==> config.mk <==
export PLATFORM = sky130hd
export DESIGN_NAME = mna_req_scheduler_flat
export DESIGN_NICKNAME = d
export VERILOG_FILES = /design/src/rtl/mna_req_if.sv /design/src/rtl/mna_req_scheduler.sv /design/src/flat_wrapper.sv
export SDC_FILE = /design/constraint.sdc
export NUM_CORES = 1
export LEC_CHECK = 0
export BUFFER_PORTS_ARGS = -buffer_cell sky130_fd_sc_hd__buf_2
export CELL_PAD_IN_SITES_DETAIL_PLACEMENT = 1
export CELL_PAD_IN_SITES_GLOBAL_PLACEMENT = 2
export CORE_ASPECT_RATIO = 2
export CORE_MARGIN = 4
export CORE_UTILIZATION = 31
export CTS_BUF_LIST = sky130_fd_sc_hd__clkbuf_4 sky130_fd_sc_hd__clkbuf_8
export DETAILED_ROUTE_END_ITERATION = 10
export PLACE_DENSITY_LB_ADDON = 0.1
export SLEW_MARGIN = 20
export SYNTH_ARGS = -nofsm -noshare
export SYNTH_HDL_FRONTEND = slang
export SYNTH_SLANG_ARGS = --single-unit
==> constraint.sdc <==
create_clock -name clk -period 5.65 [get_ports clk]
set_clock_uncertainty 0.2 [all_clocks]
set_input_delay 0.8475 -clock clk [delete_from_list [all_inputs] [get_ports clk]]
set_output_delay 0.8475 -clock clk [all_outputs]
set_load 0.01 [all_outputs]
==> src/rtl/mna_req_if.sv <==
// mna_req_if: request-source and NoC injection-port bundle for mna_req_scheduler
// Ports (slave = scheduler side):
//   req_valid/req_has_body/req_header/req_body/req_tail  in  per-source packet request, packed by source
//   req_ready/req_done                                   out grant and tail-emitted pulse per source
//   is_allocatable/is_on_off                             in  per-VC free and credit bits
//   noc_data/is_valid/vc_sel/busy                        out flit stream toward the router
interface mna_req_if #(
    parameter int NUM_REQ = 2,
    parameter int FLIT_W  = 34,
    parameter int NUM_VC  = 8
);
    logic [NUM_REQ-1:0]        req_valid, req_has_body, req_ready, req_done;
    logic [NUM_REQ*FLIT_W-1:0] req_header, req_body, req_tail;
    logic [NUM_VC-1:0]         is_allocatable, is_on_off, vc_sel;
    logic [FLIT_W-1:0]         noc_data;
    logic                      is_valid, busy;
    modport master (
        output req_valid, req_has_body, req_header, req_body, req_tail, is_allocatable, is_on_off,
        input  req_ready, req_done, noc_data, is_valid, vc_sel, busy
    );
    modport slave (
        input  req_valid, req_has_body, req_header, req_body, req_tail, is_allocatable, is_on_off,
        output req_ready, req_done, noc_data, is_valid, vc_sel, busy
    );
endinterface

==> src/rtl/mna_req_scheduler.sv <==
// mna_req_scheduler: round-robin packet sequencer sharing one NoC injection port between request sources
// Ports:
//   clk  in   system clock
//   rst  in   asynchronous active-high reset
//   bus  slave modport of mna_req_if (request handshake, VC allocation/credit, flit output)
module mna_req_scheduler #(
    parameter int NUM_REQ = 2,
    parameter int FLIT_W  = 34,
    parameter int NUM_VC  = 8
) (
    input logic clk,
    input logic rst,
    mna_req_if.slave bus
);
    localparam int IW = $clog2(NUM_REQ);
    typedef enum logic [2:0] {IDLE, ALLOC, HEAD, BODY, TAIL} state_t;
    state_t            state;
    logic [IW-1:0]     ptr, win, pick, cand;
    logic              found, fire, has_body;
    logic [FLIT_W-1:0] hdr, bdy, tl, cur;
    logic [NUM_VC-1:0] lowest;
    // first valid source at or after the round-robin pointer
    always_comb begin
        found = 1'b0;
        pick  = '0;
        cand  = '0;
        for (int k = 0; k < NUM_REQ; k++) begin
            cand = IW'((int'(ptr) + k) % NUM_REQ);
            if (!found && bus.req_valid[cand]) begin
                found = 1'b1;
                pick  = cand;
            end
        end
    end
    assign bus.req_ready = (state == IDLE && found) ? {{(NUM_REQ-1){1'b0}}, 1'b1} << pick : '0;
    assign bus.busy      = state != IDLE;
    // isolate the lowest set bit of the free-VC mask
    assign lowest = bus.is_allocatable & (~bus.is_allocatable + NUM_VC'(1));
    // vc_sel is still set during the IDLE cycle carrying the tail, so gate on flit states
    assign fire = (state == HEAD || state == BODY || state == TAIL) && |(bus.is_on_off & bus.vc_sel);
    assign cur  = state == HEAD ? hdr : state == BODY ? bdy : tl;
    always_ff @(posedge clk or posedge rst) begin
        if (rst) begin
            state        <= IDLE;
            ptr          <= '0;
            win          <= '0;
            has_body     <= 1'b0;
            hdr          <= '0;
            bdy          <= '0;
            tl           <= '0;
            bus.noc_data <= '0;
            bus.is_valid <= 1'b0;
            bus.vc_sel   <= '0;
            bus.req_done <= '0;
        end else begin
            bus.is_valid <= fire;
            bus.req_done <= '0;
            if (fire)
                bus.noc_data <= cur;
            case (state)
                IDLE: begin
                    bus.vc_sel <= '0;
                    if (found) begin
                        hdr      <= bus.req_header[pick*FLIT_W +: FLIT_W];
                        bdy      <= bus.req_body[pick*FLIT_W +: FLIT_W];
                        tl       <= bus.req_tail[pick*FLIT_W +: FLIT_W];
                        has_body <= bus.req_has_body[pick];
                        win      <= pick;
                        state    <= ALLOC;
                    end
                end
                ALLOC: if (|bus.is_allocatable) begin
                    bus.vc_sel <= lowest;
                    state      <= HEAD;
                end
                HEAD: if (fire) state <= has_body ? BODY : TAIL;
                BODY: if (fire) state <= TAIL;
                TAIL: if (fire) begin
                    state             <= IDLE;
                    bus.req_done[win] <= 1'b1;
                    ptr               <= win == IW'(NUM_REQ-1) ? '0 : win + IW'(1);
                end
                default: state <= IDLE;
            endcase
        end
    end
endmodule
==> src/flat_wrapper.sv <==
// flat-port wrapper written by rule: the top's interface ports become plain ports
module mna_req_scheduler_flat 
#(
    parameter int NUM_REQ = 2,
    parameter int FLIT_W  = 34,
    parameter int NUM_VC  = 8
)
  (clk, rst, bus_req_valid, bus_req_has_body, bus_req_header, bus_req_body, bus_req_tail, bus_is_allocatable, bus_is_on_off, bus_req_ready, bus_req_done, bus_noc_data, bus_is_valid, bus_vc_sel, bus_busy);
  mna_req_if #(.NUM_REQ(NUM_REQ), .FLIT_W(FLIT_W), .NUM_VC(NUM_VC)) bus_i ();
  input logic clk;
  input logic rst;
  input wire logic [$bits(bus_i.req_valid)-1:0] bus_req_valid;
  input wire logic [$bits(bus_i.req_has_body)-1:0] bus_req_has_body;
  input wire logic [$bits(bus_i.req_header)-1:0] bus_req_header;
  input wire logic [$bits(bus_i.req_body)-1:0] bus_req_body;
  input wire logic [$bits(bus_i.req_tail)-1:0] bus_req_tail;
  input wire logic [$bits(bus_i.is_allocatable)-1:0] bus_is_allocatable;
  input wire logic [$bits(bus_i.is_on_off)-1:0] bus_is_on_off;
  output wire logic [$bits(bus_i.req_ready)-1:0] bus_req_ready;
  output wire logic [$bits(bus_i.req_done)-1:0] bus_req_done;
  output wire logic [$bits(bus_i.noc_data)-1:0] bus_noc_data;
  output wire logic [$bits(bus_i.is_valid)-1:0] bus_is_valid;
  output wire logic [$bits(bus_i.vc_sel)-1:0] bus_vc_sel;
  output wire logic [$bits(bus_i.busy)-1:0] bus_busy;
  assign bus_i.req_valid = bus_req_valid;
  assign bus_i.req_has_body = bus_req_has_body;
  assign bus_i.req_header = bus_req_header;
  assign bus_i.req_body = bus_req_body;
  assign bus_i.req_tail = bus_req_tail;
  assign bus_i.is_allocatable = bus_is_allocatable;
  assign bus_i.is_on_off = bus_is_on_off;
  assign bus_req_ready = bus_i.req_ready;
  assign bus_req_done = bus_i.req_done;
  assign bus_noc_data = bus_i.noc_data;
  assign bus_is_valid = bus_i.is_valid;
  assign bus_vc_sel = bus_i.vc_sel;
  assign bus_busy = bus_i.busy;
  mna_req_scheduler #(.NUM_REQ(NUM_REQ), .FLIT_W(FLIT_W), .NUM_VC(NUM_VC)) u_core (.clk(clk), .rst(rst), .bus(bus_i));
endmodule
Word level (Yosys, flattened, before mapping) --
Cells that the tools add are included.
Operators by class: bitwise operators 3, add/sub/neg operators 3, order comparisons 5, multiplexer cells 27, multiply operators 1, shifts and indexed selects 4, equality and inequality tests 9, reductions and logical operators 16
Operator list (count):
- variable part select 68 x 8 -> 34 bit | 3
- two-way mux 34 bit | 2
- two-way mux 3 bit | 6
- AND 8 bit | 2
- one-hot mux 8 bit (2 select lines) | 1
- OR reduction 8 bit | 2
- one-hot mux 3 bit (5 select lines) | 1
- two-way mux 1 bit | 12
- != test 2 x 1 -> 1 bit (second input constant) | 5
- adder 8 x 1 -> 8 bit (second input constant) | 1
- < comparator 1 x 2 -> 1 bit (second input constant) | 4
- two-way mux 8 bit | 1
- NOT 8 bit | 1
- == test 3 x 2 -> 1 bit (second input constant) | 2
- multiplier 1 x 5 -> 6 bit (second input constant) | 1
- two-way mux 2 bit | 3
- AND reduction 2 bit | 3
- AND reduction 5 bit | 1
- logical AND 1 bit | 4
- == test 3 x 1 -> 1 bit (second input constant) | 1
- == test 3 bit (second input constant) | 1
- logical NOT 3 bit | 1
- nonzero test 3 bit | 1
- adder 1 bit (second input constant) | 2
- 6 further kinds | 7
Storage, ports and cells: output and inout bits 48, bits of input ports 226, word-level logic and storage cells 79, register bits after elaboration 153

Logic depth before layout (Yosys ltp) --
Gate-level depths: netlist of run 1.
depth after elaboration 8, depth in mapped cells 7, depth with buffers taken out 5

Worst setup path after synthesis of run 1 --
No wires, ideal clock.
path kind input to output, start in bus_req_valid[0], end out bus_req_ready[0], arrival 1.403 ns, required time 4.603 ns, path buffers 1, stages 3, slack 3.200 ns, cells stage by stage nand2_1 -> a21oi_2 -> clkbuf_1
On the way: word-level cells in the longest chain between the ends 8, elaborated cells between the ends (all ways) 13, those cells by class shift: 1; mux: 9; reduce/logical: 3
RTL lines:
- from (decl) | line flat_wrapper.sv:12 | input wire logic [$bits(bus_i.req_valid)-1:0] bus_req_valid;
- two-way mux 1 bit (not written as such) (2 in a row) | line mna_req_scheduler.sv:29 | if (!found && bus.req_valid[cand]) begin
- two-way mux 1 bit | line mna_req_scheduler.sv:29
- logical NOT 1 bit | line mna_req_scheduler.sv:29
- logical AND 1 bit | line mna_req_scheduler.sv:29
- two-way mux 1 bit | line mna_req_scheduler.sv:29
- << shifter 1 x 1 -> 2 bit or logical AND 1 bit (tied branches) | line mna_req_scheduler.sv:35 | assign bus.req_ready = (state == IDLE && found) ? {{(NUM_REQ-1){1'b0}}, 1'b1} << pick : '0;
- two-way mux 2 bit (*) | line mna_req_scheduler.sv:35
- to (decl) | line flat_wrapper.sv:19 | output wire logic [$bits(bus_i.req_ready)-1:0] bus_req_ready;
Mark *: on every way between the ends. The rest lies on a longest branch, timed or not. The select of a mux whose other input is x is not followed.

Worst setup path after layout of run 1 --
start reg u_core.state[1], end out bus_req_ready[1]
On the way: word-level cells in the longest chain between the ends 3
RTL lines:
- from (decl) | line mna_req_scheduler.sv:17 | state_t state;
- from (signal assigned) | line mna_req_scheduler.sv:76 | HEAD: if (fire) state <= has_body ? BODY : TAIL;
- logical NOT 3 bit | line mna_req_scheduler.sv:35
- logical AND 1 bit | line mna_req_scheduler.sv:35
- two-way mux 2 bit | line mna_req_scheduler.sv:35
No other way between the ends.

==> results.txt, run 1 <==
slowest stage delay, CP: 0.47 ns
Starting Density: 31.4%
final setup TNS: 0 ns
Post-Syn Area: 0.00715 mm²
cell family with most CP delay: flip-flops
Psw: 1.92 mW
run status: finished clean
nets@finish: 1077
die width: 115 µm
CP cell instances: nor3_2 -> inv_2 -> a211oi_4 -> buf_2
buffers and inverters on the worst path: 2
cell depth of the worst flop-to-flop path: 6
die area: 0.0257 mm²
hold path cells: 1
largest net degree at the start of global routing: 112
Clock Tree Root: clkbuf_8
antenna violations before repair: 4
Static Leak: 4.48 nW
Comb power frac: 45.5%
Slew headroom: 38.6%
WP data required: 4.60 ns
total power: 5.19 mW
CTS tree: built
Clk Latency, worst-skew pair: 0.48 ns
CP startpoint: u_core.state[1]
most frequent cells in the layout: 273 x buf_2, 152 x dfrtp_1, 105 x nor2b_1
Slowest-stage cell, CP: dfrtp_1
area grow syn2layout: 28.7%
GR Util All Layers: 19.2%
vias in the first global route: 6793
number of cells on the critical path: 4
Slew @ Worst Pin: 0.920 ns
Port Buffers: 273
RSZ-0062 raised after global routing: no
routability-driven placement congestion ratio: 0.787
Synth Area in Simple Gates: 12.6%
Final Critical Period: 2.87 ns
main combinational cell family by area after synthesis: compound AO/OA/AOI/OAI gates
FF+latch count, synth: 153
Num CTS Buffers: 17
final hold vios: 0
drt drc: 0
Reg clk slew, reported paths: 0.08 ns
Post-Synth Adder-Cell Area: 0%
vias post-DR: 5962
Synth Instances: 598
fill count: 2577
fmax: 348 MHz
CTS Sinks: 153
wire length per cell: 21.1 µm
total gr overflow: 0
Pins Over Slew Limit: 0
worst vdd ir: 0.203 mV
post-route ant nets: 0
worst reg2reg path endpoint: u_core.bus.noc_data[25]
CTS Hold Buffers Added: 0
pwr/cell area: 565 mW/mm²
Int Power: 3.28 mW
Cell variety after synth: 30
Tcrit/Tclk final: 50.9%
standard-cell row count: 78
Via density: 5.20
CP Max Fanout: 7
WL final: 24200 µm
CTS Buffer Depth: 2
IO Pins: 274
Cell Count, Final, Fillers Out: 1147
sequential element share of the synthesized area: 53.6%
fin util: 40.4%
r2r startpoint: u_core.state[0]
detailed placement HPWL: 17300 µm
Crit Path Class: flip-flop to output port
Critical Path End: bus_req_ready[1]
CP Capture Type: output port
core area: 0.0227 mm²
post-synthesis mux area share: 10.3%
PostCTS Resize Cnt: 0
Data arrival, critical path: 1.83 ns
Syn Nets: 824
Sequential Power Share: 36.4%
Setup Viol. Count Final: 0
commonest non-fill, non-tap cell in the layout: buf_2
Mean Syn Cell Area: 11.9 µm²
placed insts: 1112
First DRT Iteration DRCs: 194
max cap viols: 0
xor/xnor share of the synthesized area: 0%
Worst R2R Setup Slack: 2.81 ns
# H-tree levels: 4
yosys synthesis warning count: 0
post-CTS setup buffer count: 0
crit start category: flip-flop
Hold Path Class: flip-flop to flip-flop
DRT Pass-1 Iters: 6
share of cells above drive strength 1: 41.3%
switching fraction of total power: 36.9%
first-pass GRT wire length: 37600 µm
part of the power in the clock network: 18.1%
Vert. Die Dim: 223 µm
compound-cell area share of the yosys netlist: 19.6%
[how the worst min path moves through the flow]
stage	to	slack, ns	from
floorplan	u_core.bus.req_done[0]	0.24	u_core.win
global placement	u_core.bus.req_done[0]	0.26	u_core.win
detailed placement	u_core.bus.req_done[0]	0.28	u_core.win
CTS	u_core.bus.req_done[0]	0.31	u_core.win
global route	u_core.bus.noc_data[6]	0.33	u_core.bus.noc_data[6]
finish	u_core.bus.noc_data[10]	0.30	u_core.bus.noc_data[10]
[routing by layer]
layer | share of wire [%] | up-vias | track usage, %
li1 | - | 2743 | -
met3 | 5.3 | 34 | 4.17
met4 | 3.1 | 2 | 8.79
met2 | 56 | 185 | 35.1
met1 | 35 | 2998 | 20.4
met5 | 0.029 | - | 0
[cell families (layout without fill, tap and decap cells)]
family,count (synthesis),after routing
AND/OR/NAND/NOR,159,159
multiplexers,69,69
AO/OA/AOI/OAI,161,161
other,0,3
flip-flops,153,153
buffers and inverters,56,322
[power by group through the flow]
| stage | Combinational (mW) | Clock, mW | Sequential, mW |
|---|---|---|---|
| after floorplan | 1.68 | 0 | 1.87 |
| after global routing | 2.63 | 1.02 | 1.95 |
| after CTS | 2.42 | 0.979 | 1.90 |
| after global placement | 2.32 | 0 | 1.89 |
| after detailed placement | 2.40 | 0 | 1.91 |
| final | 2.36 | 0.938 | 1.89 |
[sequential cells by signal, indices dropped and copies added, names as in the netlist]
signal,count
u_core.hdr,34
u_core.bus.req_done,2
u_core.ptr,1
u_core.tl,34
u_core.has_body,1
u_core.bus.is_valid,1
u_core.bus.noc_data,34
u_core.bus.vc_sel,8
u_core.win,1
u_core.state,3
u_core.bdy,34
[cells in the mapped netlist]
library cell  instances  area, µm²
nand2_1              38        143
nor2b_1             105        657
a32o_1                5       50.1
o21ai_0              35        175
o22ai_1               2       12.5
clkbuf_1             10       37.5
nor3b_1               3       22.5
a21o_1                1       7.51
nor2_1                4       15.0
a221o_1             103       1030
nor3_2                1       10.0
and2_1                2       12.5
a21oi_2               1       8.76
a22o_1                3       26.3
inv_2                 1       3.75
mux2_2               34        383
a21boi_2              1       11.3
a211oi_4              1       20.0
a22oi_1               5       37.5
nand4_1               1       6.26
mux2i_1              35        350
buf_4                10       75.1
dfrtp_1             153       3830
nor4_1                2       12.5
inv_1                 7       26.3
a21oi_1               3       15.0
o31a_1                1       8.76
nand2b_1              2       12.5
buf_2                28        140
nor2_2                1       6.26
[metrics by stage]
stage	hold slack (ns)	instance area (µm²)	worst slack (ns)
4_1_cts	0.311	9180	2.72
6_report	0.305	9200	2.78
5_1_grt	0.335	9200	2.61
2_1_floorplan	0.238	7150	0.481
3_5_place_dp	0.282	8740	2.65
3_3_place_gp	0.264	8710	2.58
[layout make-up]
class | instances | area, µm² | area share [%]
Sequential cell | 153 | 3830 | 41.6
Multi-Input combinational cell | 389 | 3060 | 33.2
Timing Repair Buffer | 282 | 1470 | 16.0
Tap cell | 280 | 350 | 3.81
Clock buffer | 24 | 299 | 3.25
Clock inverter | 8 | 143 | 1.55
Inverter | 8 | 37.5 | 0.408
Antenna cell | 3 | 7.51 | 0.0816
Note: power is estimated with default switching activity, not from simulation.
==> run 2, diff against run 1 <==
==> constraint.sdc (replaced) <==
create_clock -name clk -period 3 [get_ports clk]
set_clock_uncertainty 0.2 [all_clocks]
set_input_delay 0.45 -clock clk [delete_from_list [all_inputs] [get_ports clk]]
set_output_delay 0.45 -clock clk [all_outputs]
set_load 0.01 [all_outputs]
==> run 2 against run 1 <==
Effect of this change:
- utilization grew 8.4 points
- via count grew 14%
- flip-flop and latch count is the same
- design area grew 21%
- die area is the same
- critical endpoint is now u_core.tl[24]
==> results.txt, run 2 (synthesis gave the netlist of run 1 again) <==
run status: finished clean
Vert. Die Dim: 223 µm
cell family with most CP delay: buffers and inverters
die area: 0.0257 mm²
wire length per cell: 19.4 µm
Clk Latency, worst-skew pair: 0.48 ns
Worst R2R Setup Slack: 0.17 ns
# H-tree levels: 4
core area: 0.0227 mm²
IO Pins: 274
standard-cell row count: 78
WP data required: 3.16 ns
Setup WS pre-CTS: 0.689 ns
CP Max Fanout: 103
area grow syn2layout: 55.5%
Static Leak: 5.36 nW
worst reg2reg path endpoint: u_core.tl[24]
Hold Path Class: primary input to asynchronous set/reset pin
post-route cell area: 0.0111 mm²
final hold vios: 0
nets@finish: 1276
r2r startpoint: u_core.state[1]
Port Buffers: 273
Tcrit/Tclk final: 94.3%
CTS Sinks: 153
First DRT Iteration DRCs: 252
Data arrival, critical path: 2.99 ns
CP Capture Type: flip-flop
WL final: 26100 µm
fmax: 353 MHz
Pins Over Slew Limit: 0
cell depth of the worst flop-to-flop path: 7
Via density: 5.04
total gr overflow: 0
Reg clk slew, reported paths: 0.08 ns
CTS tree: built
RSZ-0062 raised after global routing: no
Clock Tree Root: clkbuf_8
post-route ant nets: 0
most frequent cells in the layout: 273 x buf_2, 195 x dlygate4sd3_1, 152 x dfrtp_1
buffers and inverters on the worst path: 3
Starting Density: 31.4%
Post-Place Cell Area: 0.00877 mm²
max cap viols: 0
antenna violations before repair: 1
worst vdd ir: 0.724 mV
CP cell instances: nor3_2 -> inv_2 -> nor2_4 -> buf_12 -> nor2b_1 -> a221o_1 -> dlygate4sd3_1
setup ws final: 0.170 ns
Setup Viol. Count Final: 0
share of cells above drive strength 1: 34.0%
Slowest-stage cell, CP: dlygate4sd3_1
final setup TNS: 0 ns
fin util: 48.9%
detailed placement HPWL: 17700 µm
Crit Path Class: flip-flop to flip-flop
routability-driven placement congestion ratio: 0.776
Slew headroom: 42.2%
first-pass GRT wire length: 41000 µm
largest net degree at the start of global routing: 154
DRT Pass-1 Iters: 7
vias post-DR: 6774
pwr/cell area: 988 mW/mm²
slowest stage delay, CP: 0.57 ns
Slew @ Worst Pin: 0.867 ns
Final Critical Period: 2.83 ns
CTS Buffer Depth: 2
vias in the first global route: 7772
commonest non-fill, non-tap cell in the layout: buf_2
drt drc: 0
GR Util All Layers: 20.8%
crit start category: flip-flop
Num CTS Buffers: 17
die width: 115 µm
[run 2: cell count changes in the layout (fill, tap and decap cells not counted), sizes merged]
cell	before	now
dlygate4sd3	0	195
buf	282	286
bufinv	4	1
clkinv	3	5
clkinvlp	1	3
diode	3	2
inv	8	7
[run 2: worst max path at each step]
stage	to	startpoint	slack (ns)	depth (start not counted)
floorplan	u_core.bdy[0]	rst	0.42	1
global placement	u_core.hdr[4]	u_core.state[1]	0.77	5
detailed placement	u_core.bdy[3]	u_core.state[1]	0.69	5
global route	u_core.tl[2]	u_core.state[1]	0.07	7
CTS	u_core.bdy[3]	u_core.state[1]	0.14	6
finish	u_core.tl[24]	u_core.state[1]	0.17	7
[run 2: area by class of cell]
| cell class | count | area, µm² |
|---|---|---|
| antenna | 2 | 5.00 |
| clock buffer | 24 | 305 |
| clock inverter | 8 | 70.1 |
| fill | 2538 | 11600 |
| inverter | 8 | 33.8 |
| multi-input combinational | 389 | 3060 |
| sequential | 153 | 3830 |
| tap | 280 | 350 |
| timing repair buffer | 481 | 3460 |
[run 2: power breakdown]
| part | switching (mW) | internal, mW |
|---|---|---|
| clock network | 0.776 | 0.750 |
| registers | 0.532 | 3.03 |
| logic | 2.56 | 3.33 |
| total | 3.87 | 7.10 |
[run 2: metal layers]
metal	vias to the layer above	wire length [µm]	part of all wire, %	track usage (%)
li1	3143	-	-	-
met5	-	0	0	0
met2	221	14300	55	38.0
met1	3358	9350	36	21.7
met4	0	1180	4.5	10.6
met3	52	1290	4.9	4.36
[run 2: stage by stage]
stage / instances / hold WS (ns) / total power [mW]
after CTS: 1342 / 0.000412 / 11.1
final: 1345 / 0.00486 / 11.0
after floorplan: 598 / 0.238 / 6.68
after detailed placement: 1116 / 0.270 / 8.12
after global routing: 1344 / 0.00760 / 11.8
after global placement: 1116 / 0.261 / 7.97
[run 2: worst reg2reg max path, cell delays in order (launching register included)]
cell and delay [ns]:
dfrtp_1 0.46, nor3_2 0.31, inv_2 0.13, nor2_4 0.14, buf_12 0.32, nor2b_1 0.30, a221o_1 0.28, dlygate4sd3_1 0.57
[run 2: what timing repair did]
action / in CTS / in global routing
gates resized for setup: 0 / 1
endpoints found under the setup margin: 0 / 1
endpoints found under the hold margin: 100 / 1
hold buffers: 194 / 1
buffers inserted: 0 / 0
